**src/rtl/sort_unpack_if.sv**
```systemverilog
// Group-in / element-out stream bundle between the sorter and the unpacker.
interface sort_unpack_if;
    logic       in_valid;
    logic [4:0] in_number1;
    logic [4:0] in_number2;
    logic [4:0] in_number3;
    logic [4:0] in_number4;
    logic       out_ready;
    logic       out_valid;
    logic [4:0] out_number;
    logic       out_last;
    logic       full;
    logic       overflow;

    modport master (
        output in_valid, in_number1, in_number2,
        output in_number3, in_number4, out_ready,
        input  out_valid, out_number, out_last,
        input  full, overflow
    );

    modport slave (
        input  in_valid, in_number1, in_number2,
        input  in_number3, in_number4, out_ready,
        output out_valid, out_number, out_last,
        output full, overflow
    );
endinterface

```
**src/rtl/sort_unpack.sv**
```systemverilog
// Buffers sorted groups of four and re-emits them one element per cycle.
// Define SORT_UNPACK_ASCEND_EN to emit smallest-first instead of largest-first.
module sort_unpack #(
    parameter int DEPTH = 4
) (
    input logic         clk,
    input logic         rst_n,
    sort_unpack_if.slave bus
);
    localparam int AW = (DEPTH > 1) ? $clog2(DEPTH) : 1;
    localparam int CW = $clog2(DEPTH + 1);
    localparam logic [CW-1:0] FULL_CNT = CW'(DEPTH);

    logic [4:0]    mem [DEPTH][4];
    logic [AW-1:0] wr_ptr;
    logic [AW-1:0] rd_ptr;
    logic [CW-1:0] count;
    logic [1:0]    idx;
    logic [1:0]    sel;
    logic          overflow_q;
    logic          valid;
    logic          xfer;
    logic          pop;
    logic          wr_ok;

    assign valid = (count != '0);
    assign xfer  = valid && bus.out_ready;
    assign pop   = xfer && (idx == 2'd3);
    // A full FIFO still takes a group when the head leaves on the same edge.
    assign wr_ok = bus.in_valid && ((count != FULL_CNT) || pop);

`ifdef SORT_UNPACK_ASCEND_EN
    assign sel = ~idx;
`else
    assign sel = idx;
`endif

    always_ff @(posedge clk or negedge rst_n) begin
        if (!rst_n) begin
            for (int i = 0; i < DEPTH; i++) begin
                for (int j = 0; j < 4; j++) begin
                    mem[i][j] <= '0;
                end
            end
            wr_ptr     <= '0;
            rd_ptr     <= '0;
            count      <= '0;
            idx        <= '0;
            overflow_q <= 1'b0;
        end else begin
            if (wr_ok) begin
                mem[wr_ptr][0] <= bus.in_number1;
                mem[wr_ptr][1] <= bus.in_number2;
                mem[wr_ptr][2] <= bus.in_number3;
                mem[wr_ptr][3] <= bus.in_number4;
                wr_ptr         <= wr_ptr + 1'b1;
            end
            if (pop) begin
                rd_ptr <= rd_ptr + 1'b1;
                idx    <= '0;
            end else if (xfer) begin
                idx <= idx + 1'b1;
            end
            if (wr_ok && !pop) begin
                count <= count + CW'(1);
            end else if (pop && !wr_ok) begin
                count <= count - CW'(1);
            end
            if (bus.in_valid && !wr_ok) begin
                overflow_q <= 1'b1;
            end
        end
    end

    assign bus.out_valid  = valid;
    assign bus.out_number = valid ? mem[rd_ptr][sel] : 5'd0;
    assign bus.out_last   = valid && (idx == 2'd3);
    assign bus.full       = (count == FULL_CNT);
    assign bus.overflow   = overflow_q;
endmodule

```
**src/flat_wrapper.sv**
```systemverilog
// flat-port wrapper written by rule: the top's interface ports become plain ports
module sort_unpack_flat 
#(
    parameter int DEPTH = 4
)
  (clk, rst_n, bus_in_valid, bus_in_number1, bus_in_number2, bus_in_number3, bus_in_number4, bus_out_ready, bus_out_valid, bus_out_number, bus_out_last, bus_full, bus_overflow);
  sort_unpack_if bus_i ();
  input logic clk;
  input logic rst_n;
  input wire logic [$bits(bus_i.in_valid)-1:0] bus_in_valid;
  input wire logic [$bits(bus_i.in_number1)-1:0] bus_in_number1;
  input wire logic [$bits(bus_i.in_number2)-1:0] bus_in_number2;
  input wire logic [$bits(bus_i.in_number3)-1:0] bus_in_number3;
  input wire logic [$bits(bus_i.in_number4)-1:0] bus_in_number4;
  input wire logic [$bits(bus_i.out_ready)-1:0] bus_out_ready;
  output wire logic [$bits(bus_i.out_valid)-1:0] bus_out_valid;
  output wire logic [$bits(bus_i.out_number)-1:0] bus_out_number;
  output wire logic [$bits(bus_i.out_last)-1:0] bus_out_last;
  output wire logic [$bits(bus_i.full)-1:0] bus_full;
  output wire logic [$bits(bus_i.overflow)-1:0] bus_overflow;
  assign bus_i.in_valid = bus_in_valid;
  assign bus_i.in_number1 = bus_in_number1;
  assign bus_i.in_number2 = bus_in_number2;
  assign bus_i.in_number3 = bus_in_number3;
  assign bus_i.in_number4 = bus_in_number4;
  assign bus_i.out_ready = bus_out_ready;
  assign bus_out_valid = bus_i.out_valid;
  assign bus_out_number = bus_i.out_number;
  assign bus_out_last = bus_i.out_last;
  assign bus_full = bus_i.full;
  assign bus_overflow = bus_i.overflow;
  sort_unpack #(.DEPTH(DEPTH)) u_core (.clk(clk), .rst_n(rst_n), .bus(bus_i));
endmodule
```
**config.mk**
```make
export PLATFORM = sky130hd
export DESIGN_NAME = sort_unpack_flat
export DESIGN_NICKNAME = d
export VERILOG_FILES = /design/src/rtl/sort_unpack_if.sv /design/src/rtl/sort_unpack.sv /design/src/flat_wrapper.sv
export SDC_FILE = /design/constraint.sdc
export NUM_CORES = 1
export LEC_CHECK = 0
export ABC_CLOCK_PERIOD_IN_PS = 2300
export BUFFER_PORTS_ARGS = -buffer_cell sky130_fd_sc_hd__buf_2
export CAP_MARGIN = 25
export CORE_MARGIN = 4
export CORE_UTILIZATION = 50
export CTS_CLUSTER_DIAMETER = 150
export CTS_CLUSTER_SIZE = 25
export DETAILED_ROUTE_END_ITERATION = 10
export PLACE_DENSITY = 0.76
export SYNTH_ARGS = -nofsm -noshare
export SYNTH_HDL_FRONTEND = slang
export SYNTH_SLANG_ARGS = --single-unit
```
**constraint.sdc**
```tcl
create_clock -name clk -period 2.3 [get_ports clk]
set_clock_uncertainty 0.15 [all_clocks]
set_input_delay 0.115 -clock clk [delete_from_list [all_inputs] [get_ports clk]]
set_output_delay 0.115 -clock clk [all_outputs]
set_load 0.005 [all_outputs]
```
# After elaboration in Yosys (flattened, before gate mapping)

Index checks and enable logic that the tools add are counted.

Equality and inequality tests: 3
Bitwise operators: 3
Multiplexer cells: 23
Reductions and logical operators: 14
Add/subtract/negate cells: 5
$lt $le $gt $ge: 4

Operators by type and width:

| operator                                                   | number |
|---|---|
| bitwise mux 80 bit                                         | 4 |
| demux 20 bit (select 2 bit)                                | 4 |
| two-way mux 20 bit                                         | 3 |
| binary-select mux 20 bit (select 2 bit)                    | 1 |
| two-way mux 5 bit                                          | 4 |
| two-way mux 15 bit                                         | 1 |
| binary-select mux 5 bit (select 2 bit)                     | 1 |
| two-way mux 10 bit                                         | 1 |
| greater-or-equal comparator 3 bit, second input constant   | 3 |
| NOT 2 -> 3 bit                                             | 3 |
| logical AND 1 bit                                          | 8 |
| adder 2 x 1 -> 2 bit, second input constant                | 3 |
| two-way mux 3 bit                                          | 2 |
| two-way mux 2 bit                                          | 2 |
| nonzero test 2 bit                                         | 2 |
| adder 3 x 1 -> 3 bit, second input constant                | 1 |
| equality test 3 bit, second input constant                 | 1 |
| less-than comparator 3 x 1 -> 1 bit, second input constant | 1 |
| != test 3 bit, second input constant                       | 1 |
| nonzero test 3 bit                                         | 1 |
| subtractor 3 x 1 -> 3 bit, second input constant           | 1 |
| equality test 2 bit, second input constant                 | 1 |
| zero test 1 bit                                            | 2 |
| logical OR 1 bit                                           | 1 |

Register bits: 90
Input port bits: 24

# Logic depth before layout (Yosys ltp)

Gate-level depths: netlist of the first run.

Depth after elaboration: 9
Depth in mapped cells: 10
Mapped depth without buffers: 10

# Worst setup path before layout of the first run

No wires, ideal clock.

Path type: flip-flop to flip-flop
From: register u_core.count[1]
To: register u_core.count[2]
Data arrival time: 2018 ps
Cell stages (with the launch flop): 11
Buffers on the path: 0
Clock period less this slack: 2247 ps
Path slack: 53 ps
Cell sequence: dfrtp_1 -> nor3_2 -> inv_2 -> and2_1 -> nand2_1 -> ha_1 -> inv_1 -> fa_1 -> xor2_1 -> nor2_1 -> xor2_1

Longest elaborated chain between the ends: 8
Elaborated cells on any way between the ends: 15
Those cells by class: add/sub (2); eq/ne (1); mux (2); reduce/logical (10)

Ends and longest elaborated chain:

| what                                | line               | source |
|---|---|---|
| from (decl)                         | sort_unpack.sv:17  | `logic [CW-1:0] count;` |
| from (signal assigned)              | sort_unpack.sv:65  | `count <= count + CW'(1);` |
| from (signal assigned)              | sort_unpack.sv:67  | `count <= count - CW'(1);` |
| nonzero test 3 bit (*)              | sort_unpack.sv:26  | `assign valid = (count != '0);` |
| net bus_out_valid                   | flat_wrapper.sv:16 | `output wire logic [$bits(bus_i.out_valid)-1:0] bus_out_valid;` |
| logical AND 1 bit (*)               | sort_unpack.sv:27  | `assign xfer = valid && bus.out_ready;` |
| logical AND 1 bit (*)               | sort_unpack.sv:28  | `assign pop = xfer && (idx == 2'd3);` |
| logical OR 1 bit                    | sort_unpack.sv:30  | `assign wr_ok = bus.in_valid && ((count != FULL_CNT) \|\| pop);` |
| logical AND 1 bit                   | sort_unpack.sv:30  |  |
| zero test 1 bit                     | sort_unpack.sv:66  | `end else if (pop && !wr_ok) begin` |
| logical AND 1 bit                   | sort_unpack.sv:66  |  |
| nonzero test 2 bit (no source line) | -                  |  |

Mark *: on every way through the listed nets, which the timed path passes. The rest lies on a longest branch. The select of a mux whose other input is x is not followed.
A chain may end at the register's enable or synchronous reset.

# Final worst setup path of the first run

From: register u_core.rd_ptr[0]
To: output bus_out_number[4]

Longest elaborated chain between the ends: 8

Ends and longest elaborated chain:

| what                                                  | line               | source |
|---|---|---|
| from (decl)                                           | sort_unpack.sv:16  | `logic [AW-1:0] rd_ptr;` |
| from (signal assigned)                                | sort_unpack.sv:59  | `rd_ptr <= rd_ptr + 1'b1;` |
| NOT 2 -> 3 bit (implied by the code)                  | sort_unpack.sv:76  | `assign bus.out_number = valid ? mem[rd_ptr][sel] : 5'd0;` |
| binary-select mux 20 bit (select 2 bit)               | sort_unpack.sv:76  |  |
| two-way mux 20 bit (implied by the code) (2 in a row) | sort_unpack.sv:76  |  |
| binary-select mux 5 bit (select 2 bit)                | sort_unpack.sv:76  |  |
| two-way mux 5 bit (implied by the code) (2 in a row)  | sort_unpack.sv:76  |  |
| two-way mux 5 bit                                     | sort_unpack.sv:76  |  |
| to (decl)                                             | flat_wrapper.sv:17 | `output wire logic [$bits(bus_i.out_number)-1:0] bus_out_number;` |

No other way between the ends. The select of a mux whose other input is x is not followed.

==> results.yml, run 1 <==
run_status:
  outcome: "finished with violations"
  failed_checks: "negative setup slack"
clock_network:
  cts_tree: "built"
  clkSinkCount: 90
  htree_levels: 3
  clk_pin_slew_worst_paths_ns: 0.09
  insertion_delay_ns: 0.35
  cts.path.max_buffers: 2
  root_buffer: "clkbuf_8"
  cts_buffers: 9
power:
  power.density_nw_per_um2: 1455
  ir_drop_v: 0.0007869
  power_mw: 7.573
  p_leak_nw: 2.290
die:
  num_rows: 33
  num_io_pins: 33
  die_h_um: 99.86
  core_sq_um: 8217
  dieArea_sq_um: 9972
  initial_core_util_pct: 51.35
  die_x_um: 99.86
yosys:
  yosys.area_share.xor_xnor_pct: 1.246
  synth_top_family_by_area: "multiplexers"
  ys_seq_elements: 90
  synth.area.mux_share_pct: 33.63
  ys_warn_count: 0
  synth_compound_area_share_pct: 3.262
  mappedNetlistNets: 300
  synth_cell_types: 36
  synthSimpleGateAreaFrac_pct: 3.173
  postSynthAreaPerCell_sq_um: 15.68
  synth-seq-area-share_pct: 53.38
  syn_area_sq_um: 4219
  netlist_instances: 269
  synth_fa_ha_area_share_pct: 2.254
grt:
  grt_use_total_pct: 19.62
  grt-ovfl-total: 0
  grt_max_degree: 42
  grt_pass1_vias: 2849
  grt_pass1_wl_mm: 14.90
  grt_antenna_before_repair: 0
worst_hold_path:
  hold_path.class: "in -> async"
critical_path:
  critical_path_arrival_ns: 2.26
  endpoint_kind: "output port"
  cp.required_ns: 2.04
  crit_fanout: 5
  path_class: "reg -> out"
  cp-start-kind: "flop"
route:
  drt-pass1-iter-count: 4
  wirelength_mm: 8.856
  drtIter0Drc: 55
  drc: 0
  vias: 2575
  ant_nets: 0
  wl_per_cell_um: 19.34
  via_per_inst: 5.622
placement:
  placed_area_sq_um: 4632
  pre_cts_ws_ns: 0.03833
  routabilityCongestion: 0.8000
  port_buffers: 32
  dp.cells: 412
  hpwl_mm: 5.580
final_layout:
  instances_no_fill: 458
  n_fill_cell: 604
  drive_above_1_share_pct: 48.73
  nNetsFinal: 379
  final_cell_mix: "dfrtp_1 (89), mux2_2 (61), buf_2 (30)"
  layout_commonest_cell: "dfrtp_1"
  synthToLayoutAreaGrowth_pct: 23.34
  stdcell_area_sq_um: 5204
  antennaDiodeCount: 0
  utilization_pct: 63.33
sta:
  hold_viol: 0
  maxSlewViolCount: 0
  rsz0062_at_grt: "yes"
  min_period_ns: 2.523
  fmax_mhz: 396.4
  setup_viol: 5
  worst_pin_slew_ns: 0.5321
  holdWs_ns: 0.1375
  period_share_pct: 109.7
  max-slew-margin-rel_pct: 64.53
  finalSetupTns_ns: -0.9526
  worst_slack_ns: -0.2229
flow_run:
  max_cap_viol_count: 0
## worst max-delay path, cell delays in order (launching register included)
cell and delay [ns]:
dfrtp_2 0.49, buf_6 0.17, buf_16 0.12, mux2i_1 0.23, a22oi_1 0.14, a22o_1 0.26
a221o_1 0.37, buf_2 0.13
## worst paths after layout
check / from / endpoint / slack, ns / cells after the start
setup / recovery: u_core.rd_ptr[0]$_DFFE_PN0P_ / bus_out_number[4] / -0.22 / 7
hold / removal: rst_n / u_core.mem[19]$_DFFE_PN0P_ / 0.14 / 2
setup reg to reg: u_core.count[2]$_DFFE_PN0P_ / u_core.count[2]$_DFFE_PN0P_ / 0.10 / 10
hold reg to reg: u_core.bus.overflow$_DFFE_PN0P_ / u_core.bus.overflow$_DFFE_PN0P_ / 0.32 / 1
max in group asynchronous: rst_n / u_core.mem[20]$_DFFE_PN0P_ / 1.25 / 3
min in group clk: u_core.bus.overflow$_DFFE_PN0P_ / u_core.bus.overflow$_DFFE_PN0P_ / 0.32 / 1
## layout make-up
type	instances	area [sq um]	share of cell area, %
flip-flops and latches	90	2253	43.30
multi-input cells	160	1874	36.02
repair buffers	83	752.0	14.45
clock buffers	11	141.4	2.717
well taps	105	131.4	2.525
clock inverters	5	36.28	0.6973
inverters	4	15.01	0.2885
## sequential cells by signal, summed over array words and instances (netlist names)
signal               count
u_core.count             3
u_core.bus.overflow      1
u_core.idx               2
u_core.rd_ptr            2
u_core.mem              80
u_core.wr_ptr            2
## routing by layer
layer / global-route usage [%] / share of wire [%] / vias up
li1: - / - / 1155
met1: 25.68 / 44 / 1350
met2: 32.07 / 50 / 60
met3: 4.378 / 4.3 / 10
met4: 7.563 / 1.8 / 0
met5: 0 / 0 / -
## synthesized netlist by cell type
cell | instances | share of area (%)
a31o_2 | 1 | 0.21
mux4_4 | 1 | 0.59
nor3_2 | 1 | 0.24
nor2b_1 | 1 | 0.15
nor3b_2 | 1 | 0.30
a22oi_1 | 4 | 0.71
mux4_2 | 8 | 4.3
xnor2_1 | 4 | 0.83
nand2_1 | 8 | 0.71
a21o_1 | 1 | 0.18
nor3_1 | 2 | 0.24
xor2_1 | 2 | 0.42
a22o_1 | 4 | 0.83
o21ai_0 | 1 | 0.12
nand3_1 | 1 | 0.12
a21boi_2 | 1 | 0.27
mux4_1 | 8 | 5.0
dfrtp_1 | 90 | 53
nor2_1 | 2 | 0.18
buf_12 | 1 | 0.47
and2_1 | 4 | 0.59
clkbuf_8 | 1 | 0.33
and3_2 | 2 | 0.36
buf_6 | 2 | 0.53
buf_2 | 9 | 1.1
mux2i_1 | 8 | 1.9
and3_1 | 2 | 0.30
ha_1 | 6 | 1.8
mux2_2 | 61 | 16
inv_2 | 1 | 0.089
inv_1 | 3 | 0.27
clkbuf_2 | 1 | 0.12
buf_4 | 1 | 0.18
fa_1 | 1 | 0.47
a221o_1 | 4 | 0.95
mux2_1 | 21 | 5.6
## report_power, final
group	leakage, nW	switching [mW]	internal (mW)	total [mW]
logic	1.13	1.45	2.27	3.72
registers	1.06	0.474	2.40	2.87
clock network	0.0941	0.548	0.429	0.977
total	2.29	2.48	5.10	7.57
## logic make-up after synthesis
group	Yosys count
fa+ha+maj	7
simple gates	24
mux	107
xor+xnor	6
buf+inv	19
compound gates	16
flops	90
## repair_timing
item,in CTS,in global routing
gates resized for setup,18,10
endpoints found under the setup margin,5,7
setup buffers,3,1
hold endpoints to repair,122,0
hold buffers,23,0
cloned,3,0
pin swaps,11,5
Note: power is estimated with default switching activity, not from simulation.
==> run 2, diff against run 1 <==
--- a/config.mk
+++ b/config.mk
@@ -5,7 +5,6 @@
 export SDC_FILE = /design/constraint.sdc
 export NUM_CORES = 1
 export LEC_CHECK = 0
-export ABC_CLOCK_PERIOD_IN_PS = 2300
 export BUFFER_PORTS_ARGS = -buffer_cell sky130_fd_sc_hd__buf_2
 export CAP_MARGIN = 25
 export CORE_MARGIN = 4
@@ -13,7 +12,7 @@
 export CTS_CLUSTER_DIAMETER = 150
 export CTS_CLUSTER_SIZE = 25
 export DETAILED_ROUTE_END_ITERATION = 10
-export PLACE_DENSITY = 0.76
+export PLACE_DENSITY = 0.73
 export SYNTH_ARGS = -nofsm -noshare
 export SYNTH_HDL_FRONTEND = slang
 export SYNTH_SLANG_ARGS = --single-unit
==> run 2 against run 1 <==
Compared with the run above:
- critical path depth shrank 2
- clock power grew 1%
- sequential share of layout area grew 0.72 points
- maximum frequency grew 3.8%
- routed wire length shrank 4.2%
- worst setup slack gained 0.093 ns
- non-clock buffer count shrank 1
- combinational power shrank 5.4%
- the run still ends with negative setup slack left
- cell count shrank 0.22%
- total power shrank 2.8%
- first-iteration DRC count grew 56%
==> results.yml, run 2 (synthesis results as in run 1) <==
clock_network:
  htree_levels: 3
  root_buffer: "clkbuf_8"
  cts.path.max_buffers: 2
  insertion_delay_ns: 0.34
  clk_pin_slew_worst_paths_ns: 0.09
  clkSinkCount: 90
  cts_tree: "built"
  cts_buffers: 9
grt:
  grt_use_total_pct: 19.09
  grt-ovfl-total: 0
  grt_max_degree: 48
  grt_pass1_wl_mm: 14.66
  grt_antenna_before_repair: 0
  grt_pass1_vias: 2827
sta:
  finalSetupTns_ns: -0.4829
  setup_viol: 5
  fmax_mhz: 411.5
  max-slew-margin-rel_pct: 58.81
  period_share_pct: 105.7
  worst_pin_slew_ns: 0.6178
  rsz0062_at_grt: "yes"
  maxSlewViolCount: 0
  worst_slack_ns: -0.1302
  min_period_ns: 2.430
  hold_viol: 0
critical_path:
  crit_fanout: 8
  endpoint_kind: "output port"
  worstRegToRegCells: 10
  critical_path_arrival_ns: 2.17
  cp.required_ns: 2.04
  path_class: "reg -> out"
  cp-start-kind: "flop"
power:
  p_leak_nw: 2.260
  power.density_nw_per_um2: 1437
  ir_drop_v: 0.0008748
die:
  die_h_um: 99.86
  core_sq_um: 8217
  dieArea_sq_um: 9972
  initial_core_util_pct: 51.35
  num_io_pins: 33
  num_rows: 33
  die_x_um: 99.86
placement:
  routabilityCongestion: 0.8701
  placed_area_sq_um: 4629
  hpwl_mm: 5.735
  port_buffers: 32
  pre_cts_ws_ns: 0.01435
route:
  drc: 0
  via_per_inst: 5.527
  vias: 2526
  wirelength_mm: 8.488
  drt-pass1-iter-count: 4
  drtIter0Drc: 86
  wl_per_cell_um: 18.57
  ant_nets: 0
final_layout:
  largest_register_ffs: 80
  utilization_pct: 62.30
  drive_above_1_share_pct: 47.44
  synthToLayoutAreaGrowth_pct: 21.32
  antennaDiodeCount: 0
  regMostFlops: "u_core.mem"
  stdcell_area_sq_um: 5119
  nNetsFinal: 378
  largestRegisters: "u_core.mem (80), u_core.count (3)"
  layout_commonest_cell: "dfrtp_1"
  final_cell_mix: "dfrtp_1 (89), mux2_2 (61), buf_2 (30)"
run_status:
  outcome: "finished with violations"
  failed_checks: "negative setup slack"
worst_hold_path:
  hold_path.class: "in -> async"
flow_run:
  max_cap_viol_count: 0
==> run 2: cell types whose count changed in the layout (fill, tap and decap cells not counted), sizes merged <==
cell / before / now
clkbuf: 11 / 13
clkinv: 3 / 1
buf: 60 / 59
clkinvlp: 0 / 1
inv: 6 / 5
==> run 2: per-stage QoR <==
stage	std cells	hold WS (ns)	total power, mW
5_1_grt	457	0.2035	7.859
3_3_place_gp	410	0.02006	5.995
6_report	457	0.1642	7.358
2_1_floorplan	269	-0.3306	5.102
4_1_cts	454	0.1794	7.361
3_5_place_dp	410	0.02460	6.148
==> run 2: layout make-up <==
cell class / instances / area [sq um]
clock buffers: 13 / 158.9
inverters: 4 / 15.01
flip-flops and latches: 90 / 2253
fillers: 631 / 3098
clock inverters: 3 / 21.27
repair buffers: 82 / 701.9
well taps: 105 / 131.4
multi-input cells: 160 / 1837
==> run 2: layer usage <==
layer	track usage, %	routed length, um	vias to the layer above
met1	24.83	3845	1328
met2	32.89	4301	39
met3	4.170	268	8
met4	4.412	73	0
met5	0	0	-
li1	-	-	1151
==> run 2: worst paths after layout <==
check,start,to,slack [ns]
worst min-delay path,rst_n,u_core.mem[76]$_DFFE_PN0P_,0.16
worst max register to register,u_core.count[2]$_DFFE_PN0P_,u_core.count[2]$_DFFE_PN0P_,0.10
max in group asynchronous,rst_n,u_core.count[1]$_DFFE_PN0P_,1.20
worst max-delay path,u_core.rd_ptr[0]$_DFFE_PN0P_,bus_out_number[3],-0.13
worst min register to register,u_core.bus.overflow$_DFFE_PN0P_,u_core.bus.overflow$_DFFE_PN0P_,0.32
min in group clk,u_core.bus.overflow$_DFFE_PN0P_,u_core.bus.overflow$_DFFE_PN0P_,0.32
==> run 2: critical path: stages (launching register included) <==
cell     delay [ns]
dfrtp_2        0.43
buf_12         0.15
mux4_2         0.50
mux4_2         0.47
and2_4         0.16
buf_6          0.11
==> run 2: what timing repair did <==
item                       in CTS  in global routing
resized for setup              11                  8
hold endpoints to repair      128                  0
pin swaps                       4                  4
setup buffers                   5                  3
setup endpoints to repair       6                  6
hold buffers                   23                  0
==> run 2: report_power, final <==
| part | switching (mW) | internal (mW) | total, mW | leakage [nW] |
|---|---|---|---|---|
| registers | 0.450 | 2.40 | 2.85 | 1.06 |
| clock network | 0.535 | 0.456 | 0.990 | 0.0900 |
| logic | 1.37 | 2.15 | 3.52 | 1.11 |
| total | 2.35 | 5.01 | 7.36 | 2.26 |
==> run 3, diff against run 2 <==
--- a/config.mk
+++ b/config.mk
@@ -13,6 +13,7 @@
 export CTS_CLUSTER_SIZE = 25
 export DETAILED_ROUTE_END_ITERATION = 10
 export PLACE_DENSITY = 0.73
+export SKIP_CTS_REPAIR_TIMING = 1
 export SYNTH_ARGS = -nofsm -noshare
 export SYNTH_HDL_FRONTEND = slang
 export SYNTH_SLANG_ARGS = --single-unit
==> run 3 against run 2 <==
Compared with the run above:
- the run still ends with negative setup slack left
- clock power is essentially flat
- cell count is 0.22% higher
- worst hold slack got worse by 0.0016 ns
- routed wire length up 0.29%
==> results.yml, run 3 (synthesis results as in run 1) <==
final_layout:
  largestRegisters: "u_core.mem (80), u_core.count (3)"
  final_cell_mix: "dfrtp_1 (88), mux2_2 (61), buf_2 (30)"
  antennaDiodeCount: 0
  largest_register_ffs: 80
  regMostFlops: "u_core.mem"
  synthToLayoutAreaGrowth_pct: 21.41
  drive_above_1_share_pct: 47.03
  n_fill_cell: 630
  layout_commonest_cell: "dfrtp_1"
  instances_no_fill: 458
  nNetsFinal: 379
grt:
  gr-usage-met3_pct: 4.378
  grt_pass1_wl_mm: 13.94
  grt_max_degree: 48
  grt_antenna_before_repair: 0
  grt_pass1_vias: 2655
  use_met1_pct: 23.69
  grt_use_total_pct: 18.28
  top_usage_layer: "met2"
  grt-ovfl-total: 0
  grt_use_met2_pct: 31.20
route:
  drtIter0Drc: 71
  drt-pass1-iter-count: 4
  via_per_inst: 5.513
  ant_nets: 0
  drc: 0
  vias: 2525
  wirelength_mm: 8.513
  wl_per_cell_um: 18.59
critical_path:
  r2r-end: "u_core.count[1]$_DFFE_PN0P_"
  cp.required_ns: 2.04
  cp-start-kind: "flop"
  r2r_start: "u_core.count[1]$_DFFE_PN0P_"
  worstRegToRegCells: 7
  path_class: "reg -> out"
  endpoint_kind: "output port"
  critical_path_arrival_ns: 2.18
  crit_fanout: 8
  reg2reg_slack_ns: 0.09
die:
  initial_core_util_pct: 51.35
  num_rows: 33
  core_sq_um: 8217
  dieArea_sq_um: 9972
  die_h_um: 99.86
  num_io_pins: 33
  die_x_um: 99.86
clock_network:
  insertion_delay_ns: 0.34
  htree_levels: 3
  cts.path.max_buffers: 2
  cts_buffers: 9
  root_buffer: "clkbuf_8"
  clkSinkCount: 90
  cts_tree: "built"
  clk_pin_slew_worst_paths_ns: 0.09
power:
  power_mw: 7.340
  p_leak_nw: 2.270
  power.density_nw_per_um2: 1433
  ir_drop_v: 0.0008833
sta:
  fmax_mhz: 408.8
  maxSlewViolCount: 0
  max-slew-margin-rel_pct: 58.92
  period_share_pct: 106.3
  worst_pin_slew_ns: 0.6162
  setup_viol: 5
  worst_slack_ns: -0.1460
  rsz0062_at_grt: "yes"
  hold_viol: 0
  min_period_ns: 2.446
placement:
  dp.cells: 410
  pre_cts_ws_ns: 0.01435
  port_buffers: 32
  routabilityCongestion: 0.8701
  hpwl_mm: 5.735
run_status:
  failed_checks: "negative setup slack"
  outcome: "finished with violations"
worst_hold_path:
  hold_path.class: "in -> async"
flow_run:
  max_cap_viol_count: 0
-- run 3: changes by cell type in the layout (fill, tap and decap cells not counted) --
cell     delta
mux4_2      -2
dfrtp_2     +1
buf_12      -1
buf_4       +2
and3_1      +1
nor3_4      +1
and2_2      +1
mux4_1      +2
nor3_2      -1
dfrtp_1     -1
and2_4      -1
and3_4      -1
-- run 3: worst max path at each step --
stage               slack, ns  cells past startpoint                    startpoint                           to
finish                  -0.15                      5  u_core.rd_ptr[0]$_DFFE_PN0P_            bus_out_number[3]
detailed placement       0.01                     10   u_core.count[2]$_DFFE_PN0P_  u_core.count[2]$_DFFE_PN0P_
global placement         0.12                     10   u_core.count[2]$_DFFE_PN0P_  u_core.count[2]$_DFFE_PN0P_
global route            -0.22                      5  u_core.rd_ptr[0]$_DFFE_PN0P_            bus_out_number[1]
floorplan                0.05                     10   u_core.count[1]$_DFFE_PN0P_  u_core.count[2]$_DFFE_PN0P_
CTS                     -0.29                      5  u_core.rd_ptr[0]$_DFFE_PN0P_            bus_out_number[3]
-- run 3: through the flow --
step                utilization [%]  TNS [ns]  hold slack, ns  cell area (sq um)
floorplan                         -         0         -0.3306               4219
global placement              56.34         0         0.02006               4629
detailed placement            56.34         0         0.02460               4629
CTS                           58.54    -1.266         -0.3627               4810
global route                  62.34    -1.010          0.2035               5122
finish                        62.34   -0.6192          0.1626               5122
-- run 3: critical path, cell delays in order, from the launching register on --
cell,delay (ns)
dfrtp_2,0.43
buf_12,0.15
mux4_2,0.50
mux4_2,0.47
and2_4,0.18
buf_6,0.11
-- run 3: layout make-up --
cell class	instances	area [sq um]	area share (%)
Clock buffer	13	158.9	3.102
Clock inverter	3	21.27	0.4152
Inverter	4	15.01	0.2931
Multi-Input combinational cell	160	1844	36.00
Sequential cell	90	2255	44.02
Tap cell	105	131.4	2.565
Timing Repair Buffer	83	696.9	13.61
-- run 3: report_power, final --
| group | switching [mW] | internal, mW | total (mW) |
|---|---|---|---|
| clock | 0.533 | 0.455 | 0.988 |
| sequential | 0.451 | 2.40 | 2.85 |
| combinational | 1.37 | 2.13 | 3.50 |
| total | 2.36 | 4.98 | 7.34 |
-- run 3: per-layer routing --
layer	up-vias	share of wire [%]
li1	1156	-
met1	1323	45
met2	34	51
met3	12	3.0
met4	0	1.1
met5	-	0
